$ cat src/rtl/lcd_ctrl_if.sv
// Write-request channel into the LCD controller: byte plus register-select
// with a valid/ready handshake.
interface lcd_ctrl_if;
    logic       wr_valid;
    logic       wr_ready;
    logic       wr_rs;
    logic [7:0] wr_data;

    modport master (output wr_valid, output wr_rs, output wr_data, input wr_ready);
    modport slave  (input wr_valid, input wr_rs, input wr_data, output wr_ready);
endinterface

$ cat src/rtl/lcd_ctrl.sv
// HD44780-style LCD write controller: request FIFO plus setup/enable/hold/wait
// sequencer. Define LCD_INIT_EN to run the power-up init sequence after reset.
//
// state | meaning
// PWRUP | power-up delay before init commands (LCD_INIT_EN only)
// IDLE  | waiting for a queued request or pending init command
// SETUP | RS/DATA stable, EN low
// PULSE | EN high
// HOLD  | EN low, RS/DATA held
// WAIT  | LCD execution time (long for clear/home)
module lcd_ctrl #(
    parameter int SETUP_CYC    = 2,
    parameter int EN_CYC       = 12,
    parameter int HOLD_CYC     = 2,
    parameter int CMD_WAIT_CYC = 2000,
    parameter int CLR_WAIT_CYC = 82000,
    parameter int PWRUP_CYC    = 750000,
    parameter int FIFO_DEPTH   = 4
) (
    input  logic        i_clk,
    input  logic        i_rst_n,
    lcd_ctrl_if.slave   wr,
    input  logic        i_lcd_on,
    output logic        o_busy,
    output logic        o_init_done,
    output logic        o_lcd_on,
    output logic        o_lcd_en,
    output logic        o_lcd_rs,
    output logic        o_lcd_rw,
    output logic [7:0]  o_lcd_data
);

    localparam int MAX_A   = (SETUP_CYC > EN_CYC) ? SETUP_CYC : EN_CYC;
    localparam int MAX_B   = (HOLD_CYC > CMD_WAIT_CYC) ? HOLD_CYC : CMD_WAIT_CYC;
    localparam int MAX_C   = (CLR_WAIT_CYC > PWRUP_CYC) ? CLR_WAIT_CYC : PWRUP_CYC;
    localparam int MAX_AB  = (MAX_A > MAX_B) ? MAX_A : MAX_B;
    localparam int MAX_CYC = (MAX_AB > MAX_C) ? MAX_AB : MAX_C;
    localparam int CNT_W   = $clog2(MAX_CYC + 1);
    localparam int PTR_W   = $clog2(FIFO_DEPTH);

    localparam logic [CNT_W-1:0] SETUP_LD = CNT_W'(SETUP_CYC - 1);
    localparam logic [CNT_W-1:0] EN_LD    = CNT_W'(EN_CYC - 1);
    localparam logic [CNT_W-1:0] HOLD_LD  = CNT_W'(HOLD_CYC - 1);
    localparam logic [CNT_W-1:0] CMD_LD   = CNT_W'(CMD_WAIT_CYC - 1);
    localparam logic [CNT_W-1:0] CLR_LD   = CNT_W'(CLR_WAIT_CYC - 1);
    localparam logic [PTR_W:0]   FULL_CNT = (PTR_W + 1)'(FIFO_DEPTH);

    typedef enum logic [2:0] {
        S_PWRUP, S_IDLE, S_SETUP, S_PULSE, S_HOLD, S_WAIT
    } state_t;

    state_t             state, state_nxt;
    logic [CNT_W-1:0]   cnt;
    logic [8:0]         mem [FIFO_DEPTH];
    logic [PTR_W-1:0]   wr_ptr, rd_ptr;
    logic [PTR_W:0]     fifo_cnt;
    logic               fifo_empty;
    logic               push, pop, load_init;
    logic               init_pending;
    logic [7:0]         init_cmd;
    logic               is_clr;

    assign fifo_empty  = (fifo_cnt == '0);
    assign wr.wr_ready = (fifo_cnt != FULL_CNT);
    assign push        = wr.wr_valid && wr.wr_ready;
    // Init commands take priority so user requests queued during init wait their turn.
    assign load_init   = (state == S_IDLE) && init_pending;
    assign pop         = (state == S_IDLE) && !init_pending && !fifo_empty;
    assign is_clr      = !o_lcd_rs && ((o_lcd_data == 8'h01) || (o_lcd_data == 8'h02));

`ifdef LCD_INIT_EN
    localparam logic [CNT_W-1:0] PWRUP_LD = CNT_W'(PWRUP_CYC - 1);
    localparam state_t RST_STATE = S_PWRUP;

    logic [2:0] init_idx;
    logic       init_done;

    assign init_pending = (init_idx != 3'd4);
    assign o_init_done  = init_done;

    always_comb begin
        case (init_idx)
            3'd0:    init_cmd = 8'h38;
            3'd1:    init_cmd = 8'h0C;
            3'd2:    init_cmd = 8'h01;
            default: init_cmd = 8'h06;
        endcase
    end

    always_ff @(posedge i_clk or negedge i_rst_n) begin
        if (!i_rst_n) begin
            init_idx  <= 3'd0;
            init_done <= 1'b0;
        end else begin
            if (load_init)
                init_idx <= init_idx + 3'd1;
            if ((state == S_WAIT) && (state_nxt == S_IDLE) && !init_pending)
                init_done <= 1'b1;
        end
    end
`else
    localparam state_t RST_STATE = S_IDLE;

    assign init_pending = 1'b0;
    assign init_cmd     = 8'h00;
    assign o_init_done  = 1'b1;
`endif

    always_ff @(posedge i_clk or negedge i_rst_n) begin
        if (!i_rst_n)
            state <= RST_STATE;
        else
            state <= state_nxt;
    end

    always_comb begin
        state_nxt = state;
        case (state)
`ifdef LCD_INIT_EN
            S_PWRUP: if (cnt == PWRUP_LD) state_nxt = S_IDLE;
`endif
            S_IDLE:  if (load_init || pop) state_nxt = S_SETUP;
            S_SETUP: if (cnt == '0) state_nxt = S_PULSE;
            S_PULSE: if (cnt == '0) state_nxt = S_HOLD;
            S_HOLD:  if (cnt == '0) state_nxt = S_WAIT;
            S_WAIT:  if (cnt == '0) state_nxt = S_IDLE;
            default: state_nxt = S_IDLE;
        endcase
    end

    always_comb begin
        o_lcd_en = (state == S_PULSE);
        o_lcd_rw = 1'b0;
        o_busy   = (state != S_IDLE) || !fifo_empty || init_pending;
    end

    // Down-counter reloaded on every state change; PWRUP alone counts up from the reset value.
    always_ff @(posedge i_clk or negedge i_rst_n) begin
        if (!i_rst_n) begin
            cnt <= '0;
        end else if (state_nxt != state) begin
            case (state_nxt)
                S_SETUP: cnt <= SETUP_LD;
                S_PULSE: cnt <= EN_LD;
                S_HOLD:  cnt <= HOLD_LD;
                S_WAIT:  cnt <= is_clr ? CLR_LD : CMD_LD;
                default: cnt <= '0;
            endcase
        end else if (state == S_PWRUP) begin
            cnt <= cnt + CNT_W'(1);
        end else if (cnt != '0) begin
            cnt <= cnt - CNT_W'(1);
        end
    end

    always_ff @(posedge i_clk) begin
        if (push)
            mem[wr_ptr] <= {wr.wr_rs, wr.wr_data};
    end

    always_ff @(posedge i_clk or negedge i_rst_n) begin
        if (!i_rst_n) begin
            wr_ptr   <= '0;
            rd_ptr   <= '0;
            fifo_cnt <= '0;
        end else begin
            if (push)
                wr_ptr <= wr_ptr + PTR_W'(1);
            if (pop)
                rd_ptr <= rd_ptr + PTR_W'(1);
            case ({push, pop})
                2'b10:   fifo_cnt <= fifo_cnt + (PTR_W + 1)'(1);
                2'b01:   fifo_cnt <= fifo_cnt - (PTR_W + 1)'(1);
                default: fifo_cnt <= fifo_cnt;
            endcase
        end
    end

    always_ff @(posedge i_clk or negedge i_rst_n) begin
        if (!i_rst_n) begin
            o_lcd_rs   <= 1'b0;
            o_lcd_data <= 8'h00;
            o_lcd_on   <= 1'b0;
        end else begin
            o_lcd_on <= i_lcd_on;
            if (pop) begin
                o_lcd_rs   <= mem[rd_ptr][8];
                o_lcd_data <= mem[rd_ptr][7:0];
            end else if (load_init) begin
                o_lcd_rs   <= 1'b0;
                o_lcd_data <= init_cmd;
            end
        end
    end

endmodule

$ cat src/flat_wrapper.sv
// flat-port wrapper written by rule: the top's interface ports become plain ports
module lcd_ctrl_flat 
#(
    parameter int SETUP_CYC    = 2,
    parameter int EN_CYC       = 12,
    parameter int HOLD_CYC     = 2,
    parameter int CMD_WAIT_CYC = 2000,
    parameter int CLR_WAIT_CYC = 82000,
    parameter int PWRUP_CYC    = 750000,
    parameter int FIFO_DEPTH   = 4
)
  (i_clk, i_rst_n, i_lcd_on, o_busy, o_init_done, o_lcd_on, o_lcd_en, o_lcd_rs, o_lcd_rw, o_lcd_data, wr_wr_valid, wr_wr_rs, wr_wr_data, wr_wr_ready);
  lcd_ctrl_if wr_i ();
  input  logic i_clk;
  input  logic i_rst_n;
  input  logic i_lcd_on;
  output logic o_busy;
  output logic o_init_done;
  output logic o_lcd_on;
  output logic o_lcd_en;
  output logic o_lcd_rs;
  output logic o_lcd_rw;
  output logic [7:0] o_lcd_data;
  input wire logic [$bits(wr_i.wr_valid)-1:0] wr_wr_valid;
  input wire logic [$bits(wr_i.wr_rs)-1:0] wr_wr_rs;
  input wire logic [$bits(wr_i.wr_data)-1:0] wr_wr_data;
  output wire logic [$bits(wr_i.wr_ready)-1:0] wr_wr_ready;
  assign wr_i.wr_valid = wr_wr_valid;
  assign wr_i.wr_rs = wr_wr_rs;
  assign wr_i.wr_data = wr_wr_data;
  assign wr_wr_ready = wr_i.wr_ready;
  lcd_ctrl #(.SETUP_CYC(SETUP_CYC), .EN_CYC(EN_CYC), .HOLD_CYC(HOLD_CYC), .CMD_WAIT_CYC(CMD_WAIT_CYC), .CLR_WAIT_CYC(CLR_WAIT_CYC), .PWRUP_CYC(PWRUP_CYC), .FIFO_DEPTH(FIFO_DEPTH)) u_core (.i_clk(i_clk), .i_rst_n(i_rst_n), .wr(wr_i), .i_lcd_on(i_lcd_on), .o_busy(o_busy), .o_init_done(o_init_done), .o_lcd_on(o_lcd_on), .o_lcd_en(o_lcd_en), .o_lcd_rs(o_lcd_rs), .o_lcd_rw(o_lcd_rw), .o_lcd_data(o_lcd_data));
endmodule
$ cat config.mk
export PLATFORM = sky130hd
export DESIGN_NAME = lcd_ctrl_flat
export DESIGN_NICKNAME = d
export VERILOG_FILES = /design/src/rtl/lcd_ctrl_if.sv /design/src/rtl/lcd_ctrl.sv /design/src/flat_wrapper.sv
export SDC_FILE = /design/constraint.sdc
export NUM_CORES = 1
export LEC_CHECK = 0
export BUFFER_PORTS_ARGS = -buffer_cell sky130_fd_sc_hd__buf_4
export CORE_MARGIN = 2
export CORE_UTILIZATION = 51
export CTS_CLUSTER_SIZE = 24
export DETAILED_ROUTE_END_ITERATION = 8
export GPL_TIMING_DRIVEN = 1
export PLACE_DENSITY = 0.69
export SYNTH_ARGS = -nofsm -noshare
export SYNTH_HDL_FRONTEND = slang
export SYNTH_SLANG_ARGS = --single-unit
$ cat constraint.sdc
create_clock -name i_clk -period 5.6 [get_ports i_clk]
set_input_delay 0.56 -clock i_clk [delete_from_list [all_inputs] [get_ports i_clk]]
set_output_delay 0.56 -clock i_clk [all_outputs]
set_load 0.005 [all_outputs]
Word level (Yosys, flattened, before mapping):

Memory sizes are Yosys's and may differ from the RTL's. A register that Yosys moved wholly into a read port is not among the register bits.
Index checks and enable logic that the tools add are counted.

* register bits after elaboration: 31
* latch bits: 0
* memory bits (writable): 36
* memory bits (read-only): 0
* output and inout port bits: 15
* memories kept: 1

Memory list
* u_core.mem: words 4, bits a word 9, rd ports 1, clocked after Yosys merged registers in 1, wr ports 1, RTL line lcd_ctrl.sv:54 `logic [8:0] mem [FIFO_DEPTH];`

* add/sub/neg operators: 6
* $mul: 0
* div/mod/pow operators: 0
* order comparisons: 0
* equality and inequality tests: 16
* shift-type cells: 0
* multiplexer cells: 14
* bitwise operators: 0
* reduce and logical (&&, ||, !) cells: 15

Operators by type and width (number)
* 20-bit two-way mux: 3
* 20-bit one-hot mux with 3 select lines: 1
* 20-bit by 1-bit adder with 20-bit output, second input constant: 1
* 20-bit logical NOT: 1
* 20-bit nonzero test: 1
* 20-bit by 1-bit subtractor with 20-bit output, second input constant: 1
* 17-bit two-way mux: 1
* 3-bit two-way mux: 5
* 3-bit one-hot mux with 5 select lines: 1
* 3-bit by 2-bit == test with 1-bit output, second input constant: 4
* 3-bit == test, second input constant: 4
* 8-bit by 1-bit == test with 1-bit output, second input constant: 1
* 8-bit by 2-bit == test with 1-bit output, second input constant: 1
* 3-bit logical NOT: 2
* 3-bit one-hot mux with 2 select lines: 1
* 2-bit by 1-bit adder with 2-bit output, second input constant: 2
* 3-bit by 1-bit adder with 3-bit output, second input constant: 1
* 3-bit by 1-bit == test with 1-bit output, second input constant: 1
* 1-bit logical AND: 3
* 1-bit logical NOT: 3
* 3-bit by 1-bit inequality test with 1-bit output, second input constant: 1
* 3-bit inequality test: 1
* 3-bit inequality test, second input constant: 1
* 3-bit nonzero test: 1
* other kinds (7): 9

Longest topological paths before layout:

* depth after elaboration: 9
* gate-level depth with buffers: 11
* mapped depth without buffers: 10

Least setup slack after synthesis:

OpenSTA, ideal clock, no wires.

* path kind: register -> register
* from: register u_core.state[0]
* to: register u_core.cnt[19]
* setup time: 0.127 ns
* arrival time: 2.704 ns
* data required time: 5.473 ns
* path slack: 2.769 ns
* cell stages (with the launch flop): 11
* path buffers: 1
* clock period less this slack: 2.831 ns
* cell sequence: dfstp_2 > clkbuf_1 > inv_1 > nand2_1 > ha_1 > a211oi_2 > o21ai_4 > a211oi_4 > a211oi_2 > nor3_1 > nor3b_2

* word-level cells in the longest chain between the ends: 6
* elaborated cells between the ends (all ways): 17

Ends and longest elaborated chain
* start, declared: RTL line lcd_ctrl.sv:52 `state_t state, state_nxt;`
* start signal, assigned: RTL line lcd_ctrl.sv:113 `state <= state_nxt;`
* 3-bit by 1-bit == test with 1-bit output
* 1-bit logical AND: RTL line lcd_ctrl.sv:68 `assign pop = (state == S_IDLE) && !init_pending && !fifo_empty;`
* 3-bit two-way mux: RTL line lcd_ctrl.sv:122 `S_IDLE: if (load_init || pop) state_nxt = S_SETUP;`
* 3-bit one-hot mux with 5 select lines: RTL line lcd_ctrl.sv:118 `case (state)`
* 3-bit inequality test: RTL line lcd_ctrl.sv:141 `end else if (state_nxt != state) begin`
* 3-bit nonzero test (no line) / 20-bit two-way mux (equally long branches)
* end signal, assigned: RTL line lcd_ctrl.sv:146 `S_WAIT: cnt <= is_clr ? CLR_LD : CMD_LD;`
* end signal, assigned: RTL line lcd_ctrl.sv:150 `cnt <= cnt + CNT_W'(1);`
* end signal, assigned: RTL line lcd_ctrl.sv:152 `cnt <= cnt - CNT_W'(1);`
* end, declared: RTL line lcd_ctrl.sv:53 `logic [CNT_W-1:0] cnt;`

Several ways; a longest one is shown, not always the timed one.
A chain may end at the register's enable or synchronous reset.

Worst setup path in the final report:

* from: register u_core.state[1]
* to: register u_core.cnt[16]

* word-level cells in the longest chain between the ends: 8
* elaborated cells between the ends (all ways): 23

Ends and longest elaborated chain
* 3-bit by 1-bit == test with 1-bit output
* 1-bit logical AND: RTL line lcd_ctrl.sv:68
* 3-bit two-way mux: RTL line lcd_ctrl.sv:122
* 3-bit one-hot mux with 5 select lines: RTL line lcd_ctrl.sv:118
* 3-bit by 2-bit == test with 1-bit output / 3-bit == test (equally long branches): RTL line lcd_ctrl.sv:142 `case (state_nxt)`
* 2-bit OR reduction (no line)
* 20-bit one-hot mux with 3 select lines: RTL line lcd_ctrl.sv:142
* 20-bit two-way mux: RTL line lcd_ctrl.sv:141

Several ways; a longest one is shown, not always the timed one.

==> Flow_metrics.wiki <==
{| class="wikitable"
! Metric !! Value
|-
| Iter 0 DRT Violations || 142
|-
| Yosys reg bits || 76
|-
| Clock tree from TritonCTS || built
|-
| Nets@finish || 386
|-
| # DRC || 0
|-
| Launch point of the critical path || u_core.state[1]
|-
| Total overflow reported by the global router || 0
|-
| Ratio of cells with drive above 1 in the final layout || 18.98%
|-
| Hold_buf cts || 0
|-
| Fraction of the yosys area taken by sequential cells || 51.84%
|-
| Syn_area_per_cell || 12.40 sq um
|-
| Worst R2R Start || u_core.state[1]
|-
| CTS max path bufs || 2
|-
| Die Width || 92.77 microns
|-
| Post-DP HPWL || 5348 microns
|-
| Count of final hold-check violations || 0
|-
| Placement Setup Slack || 2.461 ns
|-
| Clock net sink count || 76
|-
| Worst supply voltage drop on vdd || 239.3 uV
|-
| H-tree levels || 3
|-
| Routed Wire Length || 7605 microns
|-
| F_max || 0.3159 GHz
|-
| Share of cell area taken by muxes after synthesis || 8.064%
|-
| Vias in the first global route || 2688
|-
| Class of the worst hold path || input pin to async pin
|-
| Number of clock buffers inserted by TritonCTS || 9
|-
| Total Die Area || 8606 sq um
|-
| Worst-skew pair later-pin latency || 0.35 ns
|-
| FFs w/ async S/R, synth || 52.63%
|-
| Register clock-pin slew on the reported worst setup and hold paths || 0.08 ns
|-
| Detailed-route vias per instance || 5.705
|-
| Most instantiated flip-flop cell in the synthesis netlist || sky130_fd_sc_hd__dfrtp_1
|-
| Number of flops mapped to enable cells by yosys || 36
|-
| Root buf cell || sky130_fd_sc_hd__clkbuf_8
|-
| Total of max-cap violations || 0
|-
| Synth-to-layout area growth || 10.87%
|-
| Result of the run || finished, final reports clean
|-
| Cells on worst reg2reg path || 9
|-
| Adder-Cell Fraction of Synth Area || 8.157%
|-
| Synth Cell Area || 4019 sq um
|-
| First-pass detailed-route iteration total || 4
|-
| Synth Area in Compound Gates || 14.35%
|-
| Number of rows in the core area || 32
|-
| Max-slew violation total from the final report || 0
|-
| Total negative slack || 0 ns
|-
| Global-route wire length before repair || 13180 microns
|-
| RePlAce Congestion || 0.8319
|-
| Total number of vias || 2596
|-
| Total leakage power || 1.849 nW
|-
| Gate count of the mapped netlist || 324
|-
| Top library cells by usage in the layout, fill and taps aside || sky130_fd_sc_hd__dfrtp_1 (39), sky130_fd_sc_hd__edfxtp_1 (36), sky130_fd_sc_hd__buf_4 (25), sky130_fd_sc_hd__ha_1 (23), sky130_fd_sc_hd__nor2_1 (17)
|-
| Number of endpoints failing setup at the final stage || 0
|-
| Wire per inst || 16.71 microns
|-
| Final antenna-violating net count || 0
|-
| Largest net degree at the start of global routing || 41
|-
| Unrepaired setup endpoints after global routing || no
|-
| Initial antenna violation count || 0
|-
| Slew headroom || 33.60%
|-
| Type of destination of the critical path || register
|-
| XOR/XNOR Fraction of Synth Area || 4.795%
|-
| Leading cell type in the layout, fill and taps excluded || sky130_fd_sc_hd__dfrtp_1
|-
| Initial Util || 52.28%
|-
| Post-layout worst setup margin || 2.434 ns
|-
| Pwr Total || 1.262 mW
|-
| Combinational family with the most area after synthesis || compound AO/OA/AOI/OAI gates
|-
| Floorplan die height || 92.77 microns
|-
| Crit share post-route || 56.54%
|-
| # IOs || 28
|-
| Final period demand of the worst path || 3.166 ns
|-
| Placed cell count || 439
|-
| Final cell count without fillers || 455
|-
| Post-synth cell types || 58
|-
| Synthesized Nets || 362
|-
| Data required time of the worst path || 5.89 ns
|-
| Critical setup path kind || register to register
|-
| Count of instances resized after the clock tree is built || 0
|-
| Total Routing Usage GR || 19.91%
|-
| IO Port Bufs || 25
|-
| Worst-path fanout max || 20
|-
| Critical path arrival || 3.45 ns
|-
| Share of synthesized cell area in and, or, nand and nor gates || 9.278%
|-
| Power Density || 283.3 nW/um^2
|-
| Final design utilization || 57.96%
|-
| Number of antenna cells inserted || 0
|-
| Count of warnings emitted by yosys || 0
|-
| Core Area || 7687 sq um
|-
| Transition time at the pin with the least slew margin || 0.9931 ns
|-
| Post-CTS Setup Repair Bufs || 0
|-
| Nature of the critical path startpoint || register
|-
| Setup skew after layout || 0.01095 ns
|}
-- worst max-delay path, stage by stage, from the launching register on --
cell	delay, ns
sky130_fd_sc_hd__dfrtp_1	0.45
sky130_fd_sc_hd__nor2_1	0.28
sky130_fd_sc_hd__nand2_1	0.52
sky130_fd_sc_hd__fa_1	0.63
sky130_fd_sc_hd__a211oi_1	0.33
sky130_fd_sc_hd__o211ai_1	0.18
sky130_fd_sc_hd__a21oi_2	0.24
sky130_fd_sc_hd__a21oi_2	0.10
sky130_fd_sc_hd__nor4b_2	0.25
sky130_fd_sc_hd__a211o_1	0.13
-- registers in the layout (all words and copies together), names as in the netlist, 2 cells and up --
register and cells:
u_core.mem 36, u_core.cnt 20, u_core.o_lcd_data 8, u_core.fifo_cnt 3, u_core.state 3, u_core.rd_ptr 2
u_core.wr_ptr 2
-- power by group --
group | switching, mW | internal [mW]
Combinational | 0.0887 | 0.0616
Clock | 0.213 | 0.210
Sequential | 0.0276 | 0.662
-- logic make-up after synthesis --
| family | count (synthesis) |
|---|---|
| multiplexers | 20 |
| AO/OA/AOI/OAI | 80 |
| buffers and inverters | 27 |
| XOR/XNOR | 22 |
| other | 2 |
| AND/OR/NAND/NOR | 72 |
| adder cells (fa/ha/maj) | 25 |
| flip-flops | 76 |
-- synthesized netlist by cell type, drive strengths merged, types with 2 or more instances --
cell type	count	area share, %
dfrtp	39	24
edfxtp	36	27
ha	23	7.2
o21ai	21	3.0
a21oi	19	2.6
nor2	17	1.6
nand2	16	1.5
inv	15	1.4
buf	11	1.8
xnor2	11	2.4
xor2	11	2.4
a21o	10	1.9
mux2	9	2.5
mux4	9	5.0
a211oi	8	2.1
nand3	8	1.0
nor3	8	1.2
nand4	6	0.93
nor4	6	0.93
o211ai	5	1.2
and3	4	0.62
a21boi	2	0.37
and2	2	0.31
conb	2	0.19
fa	2	1.0
mux2i	2	0.50
nand2b	2	0.31
o21a	2	0.37
o21bai	2	0.37
o22ai	2	0.31
-- final cells by class --
| cell class | count | area, sq um |
|---|---|---|
| clock buffer | 10 | 127.6 |
| clock inverter | 6 | 71.32 |
| fill | 646 | 3232 |
| inverter | 15 | 56.30 |
| multi-input combinational | 221 | 1802 |
| sequential | 76 | 2083 |
| tap | 102 | 127.6 |
| timing repair buffer | 25 | 187.7 |
-- final timing paths --
path	end	slack, ns
max	u_core.cnt[16]	2.43
min	u_core.cnt[13]	0.18
max reg2reg	u_core.cnt[16]	2.43
min reg2reg	u_core.o_lcd_data[7]	0.52
max in group asynchronous	u_core.state[0]	5.05
min in group i_clk	u_core.o_lcd_on	0.31
-- layer usage --
metal	up-vias	share of wire (%)	global-route usage [%]
li1	1260	-	-
met3	15	3.1	5.126
met1	1278	47	27.01
met4	0	2.0	6.740
met2	43	48	31.34
met5	-	0	0
-- per-stage QoR --
step                hold WS, ns  area [sq um]
floorplan                0.2644          4019
global placement         0.5078          4257
detailed placement       0.5120          4257
CTS                      0.2039          4456
global route             0.2169          4456
finish                   0.1812          4456
No activity file was read; power rests on OpenSTA's default activity.
